$ cat src/rtl/catch_game_pkg.sv
// catch_game_pkg: shared encodings, constants and helpers for the catch game engine
package catch_game_pkg;
  typedef enum logic [1:0] {
    ST_INIT = 2'd0,
    ST_GAME = 2'd1,
    ST_WIN  = 2'd2,
    ST_LOSE = 2'd3
  } state_e;
  localparam int NUM_OBJ    = 4;
  localparam int OBJ_BUG    = 0;
  localparam int OBJ_GREEN  = 1;
  localparam int OBJ_ORANGE = 2;
  localparam int OBJ_YELLOW = 3;
  localparam logic [7:0] PTS_GREEN  = 8'd1;
  localparam logic [7:0] PTS_ORANGE = 8'd2;
  localparam logic [7:0] PTS_YELLOW = 8'd3;
  localparam logic [7:0] SCORE_MAX  = 8'd99;
  localparam logic [8:0] KEY_A = 9'h01C;
  localparam logic [8:0] KEY_D = 9'h023;
  localparam logic [15:0] LFSR_SEED = 16'hACE1;
  function automatic logic [15:0] lfsr_next(logic [15:0] s);
    return {s[0] ^ s[2] ^ s[3] ^ s[5], s[15:1]};
  endfunction
  function automatic logic [7:0] obj_points(int idx);
    return idx == OBJ_GREEN  ? PTS_GREEN  :
           idx == OBJ_ORANGE ? PTS_ORANGE :
           idx == OBJ_YELLOW ? PTS_YELLOW : 8'd0;
  endfunction
endpackage

$ cat src/rtl/game_lfsr.sv
// game_lfsr: free-running 16-bit Fibonacci LFSR (x^16+x^14+x^13+x^11+1) supplying respawn lanes
module game_lfsr
  import catch_game_pkg::*;
(
  input  logic       clk,
  input  logic       rst,
  output logic [2:0] rnd_o
);
  logic [15:0] lfsr_q;
  always_ff @(posedge clk or posedge rst)
    if (rst) lfsr_q <= LFSR_SEED;
    else lfsr_q <= lfsr_next(lfsr_q);
  assign rnd_o = lfsr_q[2:0];
endmodule

$ cat src/rtl/catch_game_engine.sv
// catch_game_engine: game FSM, farmer and falling-object motion, collision scoring, lives and countdown
module catch_game_engine
  import catch_game_pkg::*;
#(
  parameter int LANES     = 8,
  parameter int ROWS      = 6,
  parameter int TICK_DIV  = 2**21,
  parameter int SEC_DIV   = 100_000_000,
  parameter int GAME_SECS = 60,
  parameter int WIN_SCORE = 50,
  parameter int MAX_LIVES = 3
) (
  input  logic        clk,
  input  logic        rst,
  input  logic        start,
  input  logic        key_valid,
  input  logic [8:0]  key_code,
  input  logic        key_pressed,
  output logic [1:0]  state,
  output logic [2:0]  farmer_x,
  output logic [11:0] obj_x,
  output logic [11:0] obj_y,
  output logic [6:0]  score,
  output logic [6:0]  time_left,
  output logic [2:0]  lives
);
  localparam int TW = TICK_DIV > 1 ? $clog2(TICK_DIV) : 1;
  localparam int SW = SEC_DIV > 1 ? $clog2(SEC_DIV) : 1;
  localparam logic [2:0]  LAST_ROW   = 3'(ROWS - 1);
  localparam logic [2:0]  LAST_LANE  = 3'(LANES - 1);
  localparam logic [2:0]  FARMER_RST = 3'(LANES / 2);
  localparam logic [2:0]  LIVES_RST  = 3'(MAX_LIVES);
  localparam logic [6:0]  TIME_RST   = 7'(GAME_SECS);
  localparam logic [6:0]  WIN_PTS    = 7'(WIN_SCORE);
  localparam logic [11:0] X_RST = {3'(6 % LANES), 3'(5 % LANES), 3'(3 % LANES), 3'(1 % LANES)};
  localparam logic [11:0] Y_RST = {3'(3 % ROWS), 3'(2 % ROWS), 3'(1 % ROWS), 3'(0)};

  state_e          state_q, state_d;
  logic [2:0]      farmer_q, farmer_d, lives_q, lives_d, rnd, spawn;
  logic [3:0][2:0] x_q, x_d, y_q, y_d;
  logic [6:0]      score_q, score_d, time_q, time_d;
  logic [7:0]      gain, sum;
  logic [TW-1:0]   tcnt_q, tcnt_d;
  logic [SW-1:0]   scnt_q, scnt_d;
  logic            in_game, tick, sec, done, load, run, hit_bug;

  game_lfsr u_lfsr (
    .clk   (clk),
    .rst   (rst),
    .rnd_o (rnd)
  );

  assign spawn   = 3'(int'(rnd) % LANES);
  assign in_game = state_q == ST_GAME;
  assign tick    = in_game && tcnt_q == TW'(TICK_DIV - 1);
  assign sec     = in_game && scnt_q == SW'(SEC_DIV - 1);
  assign done    = lives_q == 3'd0 || score_q >= WIN_PTS || time_q == 7'd0;
  assign load    = start && state_q == ST_INIT;
  // A game that has already met an end condition freezes while it moves to Win/Lose
  assign run     = !start && in_game && !done;

  always_ff @(posedge clk or posedge rst)
    if (rst) state_q <= ST_INIT;
    else state_q <= state_d;

  always_comb begin
    state_d = state_q;
    if (start) state_d = state_q == ST_INIT ? ST_GAME : ST_INIT;
    else if (in_game && done) state_d = lives_q == 3'd0 ? ST_LOSE : score_q >= WIN_PTS ? ST_WIN : ST_LOSE;
  end

  always_comb begin
    tcnt_d   = load ? '0 : in_game ? (tick ? '0 : tcnt_q + 1'b1) : tcnt_q;
    scnt_d   = load ? '0 : in_game ? (sec ? '0 : scnt_q + 1'b1) : scnt_q;
    farmer_d = farmer_q;
    x_d      = x_q;
    y_d      = y_q;
    score_d  = score_q;
    time_d   = time_q;
    lives_d  = lives_q;
    gain     = '0;
    sum      = '0;
    hit_bug  = 1'b0;
    if (load) begin
      farmer_d = FARMER_RST;
      x_d      = X_RST;
      y_d      = Y_RST;
      score_d  = '0;
      time_d   = TIME_RST;
      lives_d  = LIVES_RST;
    end else if (run) begin
      // Collisions are judged against the farmer lane held before this cycle's move
      for (int i = 0; i < NUM_OBJ; i++) begin
        if (tick && y_q[i] == LAST_ROW) begin
          gain    = gain + (x_q[i] == farmer_q ? obj_points(i) : 8'd0);
          hit_bug = hit_bug | (i == OBJ_BUG && x_q[i] == farmer_q);
          y_d[i]  = '0;
          x_d[i]  = spawn;
        end else if (tick) y_d[i] = y_q[i] + 1'b1;
      end
      sum     = {1'b0, score_q} + gain;
      score_d = sum > SCORE_MAX ? SCORE_MAX[6:0] : sum[6:0];
      lives_d = hit_bug && lives_q != 3'd0 ? lives_q - 1'b1 : lives_q;
      time_d  = sec && time_q != 7'd0 ? time_q - 1'b1 : time_q;
      if (key_valid && key_pressed && key_code == KEY_A && farmer_q != 3'd0) farmer_d = farmer_q - 1'b1;
      else if (key_valid && key_pressed && key_code == KEY_D && farmer_q != LAST_LANE) farmer_d = farmer_q + 1'b1;
    end
  end

  always_ff @(posedge clk or posedge rst) begin
    if (rst) begin
      farmer_q <= FARMER_RST;
      x_q      <= X_RST;
      y_q      <= Y_RST;
      score_q  <= '0;
      time_q   <= TIME_RST;
      lives_q  <= LIVES_RST;
      tcnt_q   <= '0;
      scnt_q   <= '0;
    end else begin
      farmer_q <= farmer_d;
      x_q      <= x_d;
      y_q      <= y_d;
      score_q  <= score_d;
      time_q   <= time_d;
      lives_q  <= lives_d;
      tcnt_q   <= tcnt_d;
      scnt_q   <= scnt_d;
    end
  end

  assign state     = state_q;
  assign farmer_x  = farmer_q;
  assign obj_x     = x_q;
  assign obj_y     = y_q;
  assign score     = score_q;
  assign time_left = time_q;
  assign lives     = lives_q;
endmodule

$ cat config.mk
export PLATFORM = sky130hd
export DESIGN_NAME = catch_game_engine
export DESIGN_NICKNAME = d
export VERILOG_FILES = /design/src/rtl/catch_game_pkg.sv /design/src/rtl/game_lfsr.sv /design/src/rtl/catch_game_engine.sv
export SDC_FILE = /design/constraint.sdc
export NUM_CORES = 1
export LEC_CHECK = 0
export ABC_AREA = 1
export CAP_MARGIN = 10
export CORE_AREA = 4 4 102 176
export CTS_BUF_LIST = sky130_fd_sc_hd__clkbuf_8
export DETAILED_ROUTE_END_ITERATION = 8
export DIE_AREA = 0 0 106 180
export PLACE_DENSITY_LB_ADDON = 0.3
export SYNTH_ARGS = -nofsm -noshare
export SYNTH_HDL_FRONTEND = slang
export SYNTH_SLANG_ARGS = --single-unit
$ cat constraint.sdc
create_clock -name clk -period 3.6 [get_ports clk]
set_input_delay 0.72 -clock clk [delete_from_list [all_inputs] [get_ports clk]]
set_output_delay 0.72 -clock clk [all_outputs]
set_load 0.005 [all_outputs]
==> metrics list <==
* Run status: complete, no violations
- In the routed design, unresolved DRC markers number 0.
- In the global route stage, overall resource usage came out at 0.176.
* Count of final setup violators: 0
- After synthesis the netlist holds a flip-flop and latch count of 110.
- Subtracting the final worst setup slack from the clock period gives 3280 ps.
- Clock-pin slew was measured on the worst setup and hold paths at 130 ps.
- Derived from the worst setup path, the maximum achievable clock frequency is 305 MHz.
* Placed instance area: 7280 um^2
- Starting density of the core: 0.393
* Insertion delay to the later sink of the worst-skew pair: 390 ps
- Number of warnings reported in the yosys synthesis log: 0
- The die is 180 um tall.
* Power, Total: 4.34 mW
- The number of antenna diodes in the final layout is 0.
* Port Buffers: 59
* Startpoint kind of the worst setup timing path: register
- Total iterations of the first detailed-routing run: 6
* Path type of the worst setup path: reg -> reg
- Clock tree synthesis inserted a total of 9 buffers.
- The synthesized design contains 0 enable-type register cells.
- Post-Syn Area per Cell: 7.74 um^2
- Routed Antenna Nets: 0
- The die covers 19100 um^2.
- Leak Pwr: 3.50 nW
- Share of layout cells above drive strength 1: 0.109
- Initial antenna violation count: 0
* Endpoint kind of the worst setup timing path: register
* Half-perimeter wire length after placement: 12500 um
- Final cycle utilization of the critical path: 0.911
- The synthesized netlist contains 41 unique library cells.
- At the pin with the least slew margin, the transition time is 761 ps.
- Entering global routing, the biggest net connects 46 pins.
- The final route contains 5675 vias.
* Syn Inst Count: 834
- The clock arrives with 20.3 ps of skew.
- # Max-Cap Violations: 0
* Part of the Yosys area used for sequential elements: 0.431
* Fin. max-slew vios: 0
* Area grow syn2layout: 16.4%
* Final Wtd Congestion: 0.955
* Most common cell after layout, fill and taps aside: sky130_fd_sc_hd__nand2_1
* Share of async-settable or async-resettable flops after synthesis: 1.00
- Dividing the detail-routed via count by the number of cells gives 5.06.
- Post-synth net total: 869
- Counting the fill cells in the layout gives 1697.
- The core region is 16400 um^2.
* Critical Path RT: 3900 ps
- Die extent in x: 106 um
* CTS tree: built
- The routed design has 16400 um of wire.
* Maximum count of clock buffers along a single path: 2
- For this design, the sink count on the clock tree is 110.
- The final-report hold violation count is 0.
* Vias in the first global route: 5769
- For this run, the leading register cell type out of synthesis is sky130_fd_sc_hd__dfrtp_1.
- Nets: 928
* Starting DRT DRC Count: 235
- Pwr per Cell Area: 577 nW/um^2
- IO Pins: 60
- Data on the critical path arrives at its endpoint at 3580 ps.
* H-tree levels: 3
- In this run the core area contains 62 standard-cell rows.
* Combined area of all synthesized cells: 6460 um^2
- Post-DR wirelength/cell: 14.6 um
* Final instance area: 7520 um^2
- Most frequent cells in the layout: 225 x sky130_fd_sc_hd__nand2_1, 89 x sky130_fd_sc_hd__inv_1, 84 x sky130_fd_sc_hd__dfrtp_1
- Across the VDD grid, the largest voltage drop is 0.323 mV.
* Hold WC Path Type: reg -> reg
- Global routing finished with a remaining overflow of 0.
- Tightest slew margin relative to the limit: 0.488
- The first global-routing pass estimated 27500 um of wire.
- Clock tree synthesis selected as its root buffer the cell sky130_fd_sc_hd__clkbuf_8.
- Peak fanout along the critical path: 4
[what timing repair did]
item,4_1_cts,5_1_grt
setup buffers,0,0
setup endpoints to repair,0,2
gates resized for setup,0,6
hold buffers,0,0
[area by class of cell]
type | instances | area, um^2 | share of cell area
multi-input combinational | 609 | 3220 | 0.428
sequential | 110 | 2790 | 0.370
timing repair buffer | 67 | 651 | 0.0865
inverter | 96 | 364 | 0.0484
tap | 224 | 280 | 0.0373
clock buffer | 9 | 124 | 0.0165
clock inverter | 7 | 96.3 | 0.0128
[cell families (layout without fill, tap and decap cells)]
kind of cell,after synthesis,after routing,synth area share
simple gates,478,478,0.336
fa+ha+maj,21,21,0.0442
buf+inv,115,179,0.0732
compound gates,70,70,0.0612
xor+xnor,40,40,0.0543
flops,110,110,0.431
[per-stage QoR]
step	setup TNS (ps)	worst slack (ps)	utilization	hold slack, ps	cells
after detailed placement	0	296	0.443	339	1106
after global routing	-6.02	-6.02	0.457	368	1122
after CTS	0	304	0.456	367	1122
final	0	319	0.457	365	1122
after global placement	0	394	0.443	338	1106
after floorplan	0	20.7	-	331	834
[sequential cells by signal (all words and copies together) (netlist names)]
signal and count:
farmer_x 3, u_lfsr.lfsr_q 16, lives 3, time_left 7, tcnt_q 21, state 2
scnt_q 27, score 7, obj_x 12, obj_y 12
[cell usage after synthesis, types with 2 or more instances]
cell,count,share of area
sky130_fd_sc_hd__a21oi_1,11,0.0085
sky130_fd_sc_hd__and3_1,3,0.0029
sky130_fd_sc_hd__buf_2,8,0.0062
sky130_fd_sc_hd__buf_4,2,0.0023
sky130_fd_sc_hd__buf_6,3,0.0052
sky130_fd_sc_hd__clkbuf_1,6,0.0035
sky130_fd_sc_hd__dfrtp_1,84,0.33
sky130_fd_sc_hd__dfstp_2,26,0.11
sky130_fd_sc_hd__fa_1,3,0.0093
sky130_fd_sc_hd__ha_1,18,0.035
sky130_fd_sc_hd__inv_1,90,0.052
sky130_fd_sc_hd__inv_2,5,0.0029
sky130_fd_sc_hd__nand2_1,225,0.13
sky130_fd_sc_hd__nand2_2,10,0.0097
sky130_fd_sc_hd__nand2_4,3,0.0052
sky130_fd_sc_hd__nand3_1,75,0.058
sky130_fd_sc_hd__nand3_2,4,0.0062
sky130_fd_sc_hd__nand3b_1,6,0.0070
sky130_fd_sc_hd__nand4_1,27,0.026
sky130_fd_sc_hd__nor2_1,83,0.048
sky130_fd_sc_hd__nor2_2,6,0.0058
sky130_fd_sc_hd__nor3_1,25,0.019
sky130_fd_sc_hd__o21ai_0,22,0.017
sky130_fd_sc_hd__o21ai_1,12,0.0093
sky130_fd_sc_hd__o21ai_2,3,0.0041
sky130_fd_sc_hd__o22ai_1,17,0.016
sky130_fd_sc_hd__or2_2,5,0.0048
sky130_fd_sc_hd__xnor2_1,8,0.011
sky130_fd_sc_hd__xor2_1,32,0.043
[critical path, stage by stage, from the launching register on]
cell and delay [ps]:
sky130_fd_sc_hd__dfrtp_1 410, sky130_fd_sc_hd__ha_2 210, sky130_fd_sc_hd__nand2_1 70, sky130_fd_sc_hd__nor2_1 130, sky130_fd_sc_hd__nand2_1 70, sky130_fd_sc_hd__nor2_2 130, sky130_fd_sc_hd__nand3_2 130, sky130_fd_sc_hd__nor2_4 130
sky130_fd_sc_hd__nand3_1 90, sky130_fd_sc_hd__inv_1 70, sky130_fd_sc_hd__ha_1 160, sky130_fd_sc_hd__fa_1 450, sky130_fd_sc_hd__nor2_1 120, sky130_fd_sc_hd__a21oi_1 50, sky130_fd_sc_hd__ha_1 300, sky130_fd_sc_hd__nand3_1 90
sky130_fd_sc_hd__nand3_1 100, sky130_fd_sc_hd__nand2_1 60, sky130_fd_sc_hd__nand2_1 80, sky130_fd_sc_hd__nand3_1 70, sky130_fd_sc_hd__nand3_1 90, sky130_fd_sc_hd__nand3_1 70, sky130_fd_sc_hd__nand2_1 60, sky130_fd_sc_hd__nand2_1 50
[where the power goes]
part | switching (mW) | internal, mW
Sequential | 0.287 | 1.52
Clock | 0.514 | 0.291
Combinational | 1.02 | 0.710
[per-layer routing]
layer	global-route usage	vias to the layer above	routed length, um
li1	-	2823	-
met1	0.191	2695	6330
met2	0.329	116	8870
met3	0.0266	41	524
met4	0.0799	0	666
met5	0	-	0
[path summary, 6_finish.rpt]
kind                              startpoint                 to  slack (ps)  cells after the start
setup / recovery                   tcnt_q[0]           score[1]         320                     23
hold / removal             u_lfsr.lfsr_q[11]  u_lfsr.lfsr_q[10]         360                      0
setup reg to reg                   tcnt_q[0]           score[1]         320                     23
hold reg to reg            u_lfsr.lfsr_q[11]  u_lfsr.lfsr_q[10]         360                      0
max in group asynchronous                rst        farmer_x[2]        2100                      3
min in group asynchronous                rst         scnt_q[14]         710                      2
(Power assumes the default switching activity.)
